`config.mk`:
```
export PLATFORM = sky130hd
export DESIGN_NAME = wb_queue_flat
export DESIGN_NICKNAME = d
export VERILOG_FILES = /design/src/rtl/wb_queue_if.sv /design/src/rtl/wb_queue.sv /design/src/flat_wrapper.sv
export SDC_FILE = /design/constraint.sdc
export NUM_CORES = 1
export LEC_CHECK = 0
export ABC_AREA = 1
export CORE_ASPECT_RATIO = 1.25
export CORE_MARGIN = 2
export CORE_UTILIZATION = 35
export DETAILED_ROUTE_END_ITERATION = 6
export SLEW_MARGIN = 25
export SYNTH_ARGS = -nofsm -noshare
export SYNTH_HDL_FRONTEND = slang
export SYNTH_SLANG_ARGS = --single-unit
```
`constraint.sdc`:
```
create_clock -name clk -period 3.4 [get_ports clk]
set_input_delay 0.68 -clock clk [delete_from_list [all_inputs] [get_ports clk]]
set_output_delay 0.68 -clock clk [all_outputs]
set_load 0.05 [all_outputs]
```
`src/rtl/wb_queue_if.sv`:
```
// Handshake, write-port and hazard-lookup signals of the write-back queue.
// master = producers/register-file side, slave = the queue itself.
interface wb_queue_if;
  logic        mem_valid;
  logic [2:0]  mem_addr;
  logic [15:0] mem_data;
  logic        mem_ready;
  logic        alu_valid;
  logic [2:0]  alu_addr;
  logic [15:0] alu_data;
  logic        alu_ready;
  logic        write_back;
  logic [2:0]  write_addr;
  logic [15:0] write_data;
  logic [2:0]  rd_addr1;
  logic [2:0]  rd_addr2;
  logic        hit1;
  logic        hit2;
  logic [15:0] fwd_data1;
  logic [15:0] fwd_data2;

  modport master (
    output mem_valid, mem_addr, mem_data, alu_valid, alu_addr, alu_data,
           rd_addr1, rd_addr2,
    input  mem_ready, alu_ready, write_back, write_addr, write_data,
           hit1, hit2, fwd_data1, fwd_data2
  );

  modport slave (
    input  mem_valid, mem_addr, mem_data, alu_valid, alu_addr, alu_data,
           rd_addr1, rd_addr2,
    output mem_ready, alu_ready, write_back, write_addr, write_data,
           hit1, hit2, fwd_data1, fwd_data2
  );
endinterface

```
`src/rtl/wb_queue.sv`:
```
// In-order write-back FIFO owning the register-file write port, with RAW hazard lookup.
// Define WB_FORWARD_EN to build the youngest-match forwarding data path.
module wb_queue #(
  parameter int DEPTH = 4
) (
  input logic       clk,
  input logic       rst_n,
  wb_queue_if.slave bus
);
  localparam int AW = $clog2(DEPTH);
  localparam int CW = AW + 1;

  logic [AW-1:0] head_q, head_d;
  logic [AW-1:0] tail_q, tail_d;
  logic [CW-1:0] count_q, count_d;
  logic [2:0]    addr_q [DEPTH];
  logic [2:0]    addr_d [DEPTH];
  logic [15:0]   data_q [DEPTH];
  logic [15:0]   data_d [DEPTH];

  logic          mem_acc, alu_acc, pop;
  logic [AW-1:0] alu_slot;
  logic [DEPTH-1:0] occ, match1, match2;

  // Ready looks only at the registered count; a pop in the same cycle gives no credit.
  assign bus.mem_ready = (count_q <= CW'(DEPTH - 1));
  assign bus.alu_ready = (count_q <= CW'(DEPTH - 2));
  assign mem_acc = bus.mem_valid && bus.mem_ready;
  assign alu_acc = bus.alu_valid && bus.alu_ready;
  assign pop     = (count_q != '0);

  always_comb begin
    head_d   = head_q + AW'(pop);
    tail_d   = tail_q + AW'(mem_acc) + AW'(alu_acc);
    count_d  = count_q + CW'(mem_acc) + CW'(alu_acc) - CW'(pop);
    alu_slot = tail_q + AW'(mem_acc);
    for (int i = 0; i < DEPTH; i++) begin
      addr_d[i] = addr_q[i];
      data_d[i] = data_q[i];
    end
    // Mem is the older of a same-cycle pair, so it takes the tail slot.
    if (mem_acc) begin
      addr_d[tail_q] = bus.mem_addr;
      data_d[tail_q] = bus.mem_data;
    end
    if (alu_acc) begin
      addr_d[alu_slot] = bus.alu_addr;
      data_d[alu_slot] = bus.alu_data;
    end
  end

  always_ff @(posedge clk) begin
    if (!rst_n) begin
      head_q  <= '0;
      tail_q  <= '0;
      count_q <= '0;
    end else begin
      head_q  <= head_d;
      tail_q  <= tail_d;
      count_q <= count_d;
    end
    addr_q <= addr_d;
    data_q <= data_d;
  end

  // A slot is occupied when its distance from head is below count.
  for (genvar gi = 0; gi < DEPTH; gi++) begin : g_slot
    logic [AW-1:0] age;
    assign age         = AW'(gi) - head_q;
    assign occ[gi]     = ({1'b0, age} < count_q);
    assign match1[gi]  = occ[gi] && (addr_q[gi] == bus.rd_addr1);
    assign match2[gi]  = occ[gi] && (addr_q[gi] == bus.rd_addr2);
  end

  assign bus.write_back = pop;
  assign bus.write_addr = pop ? addr_q[head_q] : 3'd0;
  assign bus.write_data = pop ? data_q[head_q] : 16'd0;
  assign bus.hit1       = |match1;
  assign bus.hit2       = |match2;

`ifdef WB_FORWARD_EN
  logic [15:0]   fwd1, fwd2;
  logic [AW-1:0] idx;

  // Walk from oldest to youngest so the last match wins.
  always_comb begin
    fwd1 = '0;
    fwd2 = '0;
    idx  = head_q;
    for (int k = 0; k < DEPTH; k++) begin
      idx = head_q + AW'(k);
      if (match1[idx]) fwd1 = data_q[idx];
      if (match2[idx]) fwd2 = data_q[idx];
    end
  end

  assign bus.fwd_data1 = fwd1;
  assign bus.fwd_data2 = fwd2;
`else
  assign bus.fwd_data1 = '0;
  assign bus.fwd_data2 = '0;
`endif
endmodule

```
`src/flat_wrapper.sv`:
```
// flat-port wrapper written by rule: the top's interface ports become plain ports
module wb_queue_flat 
#(
  parameter int DEPTH = 4
)
  (clk, rst_n, bus_mem_valid, bus_mem_addr, bus_mem_data, bus_alu_valid, bus_alu_addr, bus_alu_data, bus_rd_addr1, bus_rd_addr2, bus_mem_ready, bus_alu_ready, bus_write_back, bus_write_addr, bus_write_data, bus_hit1, bus_hit2, bus_fwd_data1, bus_fwd_data2);
  wb_queue_if bus_i ();
  input logic clk;
  input logic rst_n;
  input wire logic [$bits(bus_i.mem_valid)-1:0] bus_mem_valid;
  input wire logic [$bits(bus_i.mem_addr)-1:0] bus_mem_addr;
  input wire logic [$bits(bus_i.mem_data)-1:0] bus_mem_data;
  input wire logic [$bits(bus_i.alu_valid)-1:0] bus_alu_valid;
  input wire logic [$bits(bus_i.alu_addr)-1:0] bus_alu_addr;
  input wire logic [$bits(bus_i.alu_data)-1:0] bus_alu_data;
  input wire logic [$bits(bus_i.rd_addr1)-1:0] bus_rd_addr1;
  input wire logic [$bits(bus_i.rd_addr2)-1:0] bus_rd_addr2;
  output wire logic [$bits(bus_i.mem_ready)-1:0] bus_mem_ready;
  output wire logic [$bits(bus_i.alu_ready)-1:0] bus_alu_ready;
  output wire logic [$bits(bus_i.write_back)-1:0] bus_write_back;
  output wire logic [$bits(bus_i.write_addr)-1:0] bus_write_addr;
  output wire logic [$bits(bus_i.write_data)-1:0] bus_write_data;
  output wire logic [$bits(bus_i.hit1)-1:0] bus_hit1;
  output wire logic [$bits(bus_i.hit2)-1:0] bus_hit2;
  output wire logic [$bits(bus_i.fwd_data1)-1:0] bus_fwd_data1;
  output wire logic [$bits(bus_i.fwd_data2)-1:0] bus_fwd_data2;
  assign bus_i.mem_valid = bus_mem_valid;
  assign bus_i.mem_addr = bus_mem_addr;
  assign bus_i.mem_data = bus_mem_data;
  assign bus_i.alu_valid = bus_alu_valid;
  assign bus_i.alu_addr = bus_alu_addr;
  assign bus_i.alu_data = bus_alu_data;
  assign bus_i.rd_addr1 = bus_rd_addr1;
  assign bus_i.rd_addr2 = bus_rd_addr2;
  assign bus_mem_ready = bus_i.mem_ready;
  assign bus_alu_ready = bus_i.alu_ready;
  assign bus_write_back = bus_i.write_back;
  assign bus_write_addr = bus_i.write_addr;
  assign bus_write_data = bus_i.write_data;
  assign bus_hit1 = bus_i.hit1;
  assign bus_hit2 = bus_i.hit2;
  assign bus_fwd_data1 = bus_i.fwd_data1;
  assign bus_fwd_data2 = bus_i.fwd_data2;
  wb_queue #(.DEPTH(DEPTH)) u_core (.clk(clk), .rst_n(rst_n), .bus(bus_i));
endmodule
```
==> impl_metrics.env, run 1 <==
export IMPL_outcome="complete, no violations"
export IMPL_cts_buffers=9
export IMPL_die_area_um2=19200
export IMPL_post_cts_setup_buffer_count=0
export IMPL_cp_arrival_ns=2.21
export IMPL_grt_pass1_vias=5549
export IMPL_grt_start_max_net_pins=81
export IMPL_viasPerCell=4.87
export IMPL_period_share_pct=85.1
export IMPL_setup_viol_count_final=0
export IMPL_hold_buffers=0
export IMPL_die_w_um=124
export IMPL_core_area_um2=17900
export IMPL_synth_cell_type_count=26
export IMPL_hold_ws_ns=0.542
export IMPL_grt_pass1_wl_um=30300
export IMPL_cp_max_fo=20
export IMPL_root_buffer="clkbuf_16"
export IMPL_slew_headroom_pct=37.8
export IMPL_routed_wl_um=19100
export IMPL_first_pass_iters=5
export IMPL_die_height_um=154
export IMPL_clock_latency_ns=0.34
export IMPL_drc_errors=0
export IMPL_area_delta_synth_final_pct=14.6
export IMPL_nFillCells=1925
export IMPL_final_setup_skew_ns=0.00678
export IMPL_max_freq_mhz=345
export IMPL_final_area_um2=7250
export IMPL_required_ns=2.72
export IMPL_cts_buffer_depth=2
export IMPL_seqCellArea_um2=1660
export IMPL_hp_class="reg2reg"
export IMPL_hpwl_um=11900
export IMPL_synth_warnings=0
export IMPL_postPlaceCellArea_um2=6930
export IMPL_start_kind="flip-flop"
export IMPL_cts_tree="built"
export IMPL_dp_cells=1259
export IMPL_worstMarginPinSlew_ns=0.932
export IMPL_p_clk_share_pct=13.5
export IMPL_maxSlewViolCount=0
export IMPL_p_leak_nw=3.85
export IMPL_syn_inst=1005
export IMPL_antenna_found_initial=0
export IMPL_instances_no_fill=1275
export IMPL_ctsResizeCount=0
export IMPL_place_congestion=0.795
export IMPL_grtUsageTotal_pct=19.5
export IMPL_p_comb_share_pct=61.7
export IMPL_powerDensity_nw_per_um2=1080
export IMPL_p_sw_share_pct=51.8
export IMPL_multi_input_area_um2=3580
export IMPL_post_route_util_pct=40.5
export IMPL_start_util_pct=35.4
export IMPL_vias=6208
export IMPL_drt_iter0_markers=377
export IMPL_nets=1102
export IMPL_layout_commonest_cell="nand2_1"
export IMPL_portBuffers=71
export IMPL_cp_end_kind="output port"
export IMPL_clock_sinks=83
export IMPL_postRouteAntennaNets=0
export IMPL_syn_avg_cell_area_um2=6.30
export IMPL_syn_area_um2=6330
export IMPL_drive_above_1_share_pct=11.6
export IMPL_critical_path_class="reg2out"
export IMPL_seq_power_share_pct=24.8
export IMPL_seq_area_frac_synth_pct=26.3
export IMPL_fin_setup_tns_ns=0
export IMPL_rsz0062_at_grt="false"
export IMPL_yosys_register_bits=83
export IMPL_diodes=0
export IMPL_ios=104
export IMPL_max_cap_violations=0
export IMPL_layout_common_cells="258 x nand2_1, 199 x nand3_1, 143 x inv_1, 102 x nor2_1, 83 x dfxtp_1"
export IMPL_switching_power_mw=4.05
export IMPL_peakVddDrop_mv=0.476
export IMPL_final_hold_viol_count=0
export IMPL_htreeDepth=3
export IMPL_fin_crit_ns=2.89
export IMPL_clk_pin_slew_ns=0.06
export IMPL_core_rowCount=55
export IMPL_routedWlPerCell_um=15.0
export IMPL_intPower_mw=3.77
export IMPL_gr_total_overflow=0
## Yosys cell counts (all sizes together)
cell type	instances	area (µm²)
nand3b	1	20.0
a21oi	5	25.0
conb	1	3.75
a41oi	19	166
nand4	5	56.3
ha	10	125
nor3	1	5.00
nand3	242	1430
clkbuf	24	90.1
fa	2	40.0
nor2	102	383
xnor2	22	193
buf	73	552
dfxtp	83	1660
nand2	263	1000
o21ai	2	10.0
inv	150	571
## power by group through the flow
stage | combinational (mW) | clock [mW] | sequential, mW
detailed placement | 4.83 | 0 | 1.95
floorplan | 3.76 | 0 | 1.81
global route | 5.35 | 1.11 | 1.99
finish | 4.83 | 1.06 | 1.94
global placement | 4.79 | 0 | 1.94
CTS | 4.84 | 1.07 | 1.93
## layout make-up
| cell class | count | share of cell area (%) |
|---|---|---|
| multi-input cells | 706 | 49.3 |
| flip-flops and latches | 83 | 22.9 |
| repair buffers | 92 | 11.5 |
| inverters | 150 | 7.86 |
| well taps | 228 | 3.93 |
| clock buffers | 13 | 3.86 |
| clock inverters | 3 | 0.604 |
## metrics by stage
step                total power, mW  setup WS [ns]
floorplan                      5.57          0.645
global placement               6.73          0.756
detailed placement             6.78          0.750
CTS                            7.85          0.483
global route                   8.45          0.317
finish                         7.82          0.505
## routing by layer
layer | routed length, µm | up-vias | track usage [%]
met3 | 941 | 30 | 2.08
met5 | 0 | - | 0
met4 | 437 | 0 | 7.06
li1 | - | 3151 | -
met1 | 8460 | 2824 | 25.2
met2 | 9280 | 203 | 33.6
## final timing paths
kind	slack, ns	end	cells past startpoint	start
max reg2reg	0.82	u_core.count_q[2]	9	u_core.count_q[0]
max	0.51	bus_write_back	4	u_core.count_q[0]
min	0.54	u_core.data_q[59]	4	u_core.data_q[59]
min reg2reg	0.54	u_core.data_q[59]	4	u_core.data_q[59]
## state kept, by name (all words and copies together), names as in the netlist
signal / flops
u_core.data_q: 64
u_core.addr_q: 12
u_core.count_q: 3
u_core.head_q: 2
u_core.tail_q: 2
## critical path: stages, from the launching register on
cell	delay [ns]
dfxtp_1	0.54
nor3_2	0.08
buf_4	0.25
inv_1	0.18
clkdlybuf4s50_1	0.83
## kinds of logic after synthesis
kind of cell | synth area share, %
adders and majority gates | 2.61
buffers and inverters | 19.2
other | 0.0592
DFF | 26.3
and+or+nand+nor | 45.7
AOI/OAI and AO/OA | 3.18
xor gates and xnor gates | 3.04
No activity file was read; power rests on OpenSTA's default activity.
==> run 2, diff against run 1 <==
--- a/config.mk
+++ b/config.mk
@@ -7,9 +7,10 @@
 export LEC_CHECK = 0
 export ABC_AREA = 1
 export CORE_ASPECT_RATIO = 1.25
-export CORE_MARGIN = 2
+export CORE_MARGIN = 3
 export CORE_UTILIZATION = 35
 export DETAILED_ROUTE_END_ITERATION = 6
+export SETUP_SLACK_MARGIN = 0.1
 export SLEW_MARGIN = 25
 export SYNTH_ARGS = -nofsm -noshare
 export SYNTH_HDL_FRONTEND = slang
==> impl_metrics.env, run 2 (same netlist as run 1, synthesis figures left out) <==
export IMPL_postRouteAntennaNets=0
export IMPL_hpwl_um=12100
export IMPL_start_util_pct=35.9
export IMPL_powerDensity_nw_per_um2=1070
export IMPL_fin_setup_tns_ns=0
export IMPL_place_congestion=0.819
export IMPL_holdPathEnd="u_core.data_q[27]"
export IMPL_max_freq_mhz=334
export IMPL_nets=1100
export IMPL_post_cts_setup_buffer_count=0
export IMPL_drt_iter0_markers=478
export IMPL_nFillCells=1915
export IMPL_r2r_setup_slack_ns=0.80
export IMPL_final_hold_viol_count=0
export IMPL_grt_pass1_wl_um=29900
export IMPL_grt_pass1_vias=5548
export IMPL_cts_buffer_depth=2
export IMPL_clock_sinks=83
export IMPL_outcome="complete, no violations"
export IMPL_final_area_um2=7210
export IMPL_min_path_cells=4
export IMPL_hold_buffers=0
export IMPL_final_setup_worst_slack_ns=0.402
export IMPL_reg_largest_list="u_core.data_q (64), u_core.addr_q (12), u_core.count_q (3)"
export IMPL_die_area_um2=19700
export IMPL_die_height_um=156
export IMPL_antenna_found_initial=0
export IMPL_routed_wl_um=18900
export IMPL_critical_path_class="reg2out"
export IMPL_vias=6189
export IMPL_slew_headroom_pct=41.5
export IMPL_r2r_worst_path_cells=12
export IMPL_gr_total_overflow=0
export IMPL_grt_start_max_net_pins=77
export IMPL_peakVddDrop_mv=0.451
export IMPL_largest_register="u_core.data_q"
export IMPL_post_route_util_pct=40.9
export IMPL_cp_max_fo=41
export IMPL_viasPerCell=4.88
export IMPL_first_pass_iters=5
export IMPL_ctsResizeCount=0
export IMPL_worstMarginPinSlew_ns=0.878
export IMPL_required_ns=2.72
export IMPL_max_cap_violations=0
export IMPL_min_from="u_core.data_q[27]"
export IMPL_core_rowCount=54
export IMPL_seqCellArea_um2=1660
export IMPL_largest_register_ffs=64
export IMPL_core_area_um2=17600
export IMPL_layout_common_cells="258 x nand2_1, 199 x nand3_1, 143 x inv_1, 102 x nor2_1, 83 x dfxtp_1"
export IMPL_routedWlPerCell_um=14.9
export IMPL_drc_errors=0
export IMPL_final_setup_skew_ns=0.00412
export IMPL_layout_commonest_cell="nand2_1"
export IMPL_area_delta_synth_final_pct=13.9
export IMPL_cp_arrival_ns=2.32
export IMPL_htreeDepth=3
export IMPL_postPlaceCellArea_um2=6910
export IMPL_ios=104
export IMPL_dp_cells=1253
export IMPL_multi_input_area_um2=3580
export IMPL_rsz0062_at_grt="false"
export IMPL_r2r_start="u_core.count_q[2]"
export IMPL_clk_pin_slew_ns=0.06
export IMPL_clock_latency_ns=0.34
export IMPL_hold_ws_ns=0.537
export IMPL_cp_end_kind="output port"
export IMPL_instances_no_fill=1269
export IMPL_setup_viol_count_final=0
export IMPL_maxSlewViolCount=0
export IMPL_die_w_um=126
export IMPL_timing_rr_end="u_core.count_q[2]"
export IMPL_p_leak_nw=3.82
export IMPL_finalPower_mw=7.74
export IMPL_portBuffers=71
export IMPL_grtUsageTotal_pct=18.9
export IMPL_hp_class="reg2reg"
export IMPL_period_share_pct=88.2
export IMPL_place_ws_ns=0.754
export IMPL_diodes=0
export IMPL_root_buffer="clkbuf_16"
export IMPL_start_kind="flip-flop"
export IMPL_drive_above_1_share_pct=11.2
export IMPL_cts_tree="built"
export IMPL_fin_crit_ns=3.00
export IMPL_cts_buffers=9
-- run 2: changes by cell type in the layout (fill, tap and decap cells not counted) --
| cell | change |
|---|---|
| clkbuf_8 | -3 |
| buf_4 | -2 |
| clkbuf_1 | +2 |
| clkinvlp_4 | +2 |
| clkinv_4 | -1 |
-- run 2: worst max path at each step --
stage	to	depth (start not counted)	start	slack, ns
6_report	bus_hit2	12	u_core.head_q[0]	0.40
2_1_floorplan	u_core.count_q[2]	14	u_core.count_q[2]	0.65
5_1_grt	bus_hit1	12	u_core.head_q[0]	0.21
4_1_cts	bus_hit2	12	u_core.head_q[0]	0.39
3_3_place_gp	bus_hit1	10	bus_rd_addr1[0]	0.75
3_5_place_dp	bus_hit1	10	bus_rd_addr1[0]	0.75
-- run 2: report_power, final --
part           internal [mW]  switching (mW)  total, mW  leakage, nW
logic                   1.59            3.22       4.80         2.98
registers               1.53           0.407       1.93        0.699
clock network          0.589           0.416       1.01        0.139
-- run 2: layout make-up --
cell class	count	area share, %
clock buffers	12	3.42
repair buffers	90	11.4
inverters	150	7.92
clock inverters	4	0.694
multi-input cells	706	49.7
flip-flops and latches	83	23.1
well taps	224	3.89
-- run 2: worst max-delay path, cell delays in order, from the launching register on --
cell     delay (ns)
dfxtp_1        0.33
buf_4          0.43
nand2_1        0.10
nand2_1        0.09
ha_1           0.23
inv_1          0.06
nor2_1         0.04
a21oi_1        0.24
inv_1          0.08
nor2_1         0.10
nor2_1         0.05
nand2_1        0.09
buf_12         0.14
-- run 2: per-layer routing --
metal  global-route usage (%)  share of wire [%]
met5                        0                  0
met2                     32.8                 50
met3                     2.15                4.5
met4                     7.61                2.6
met1                     23.9                 43
==> run 3, diff against run 2 <==
--- a/config.mk
+++ b/config.mk
@@ -11,7 +11,7 @@
 export CORE_UTILIZATION = 35
 export DETAILED_ROUTE_END_ITERATION = 6
 export SETUP_SLACK_MARGIN = 0.1
-export SLEW_MARGIN = 25
+export SLEW_MARGIN = 20
 export SYNTH_ARGS = -nofsm -noshare
 export SYNTH_HDL_FRONTEND = slang
 export SYNTH_SLANG_ARGS = --single-unit
==> results of run 3 <==
Same layout as run 2: the final DEF is identical, and so are final timing and power.
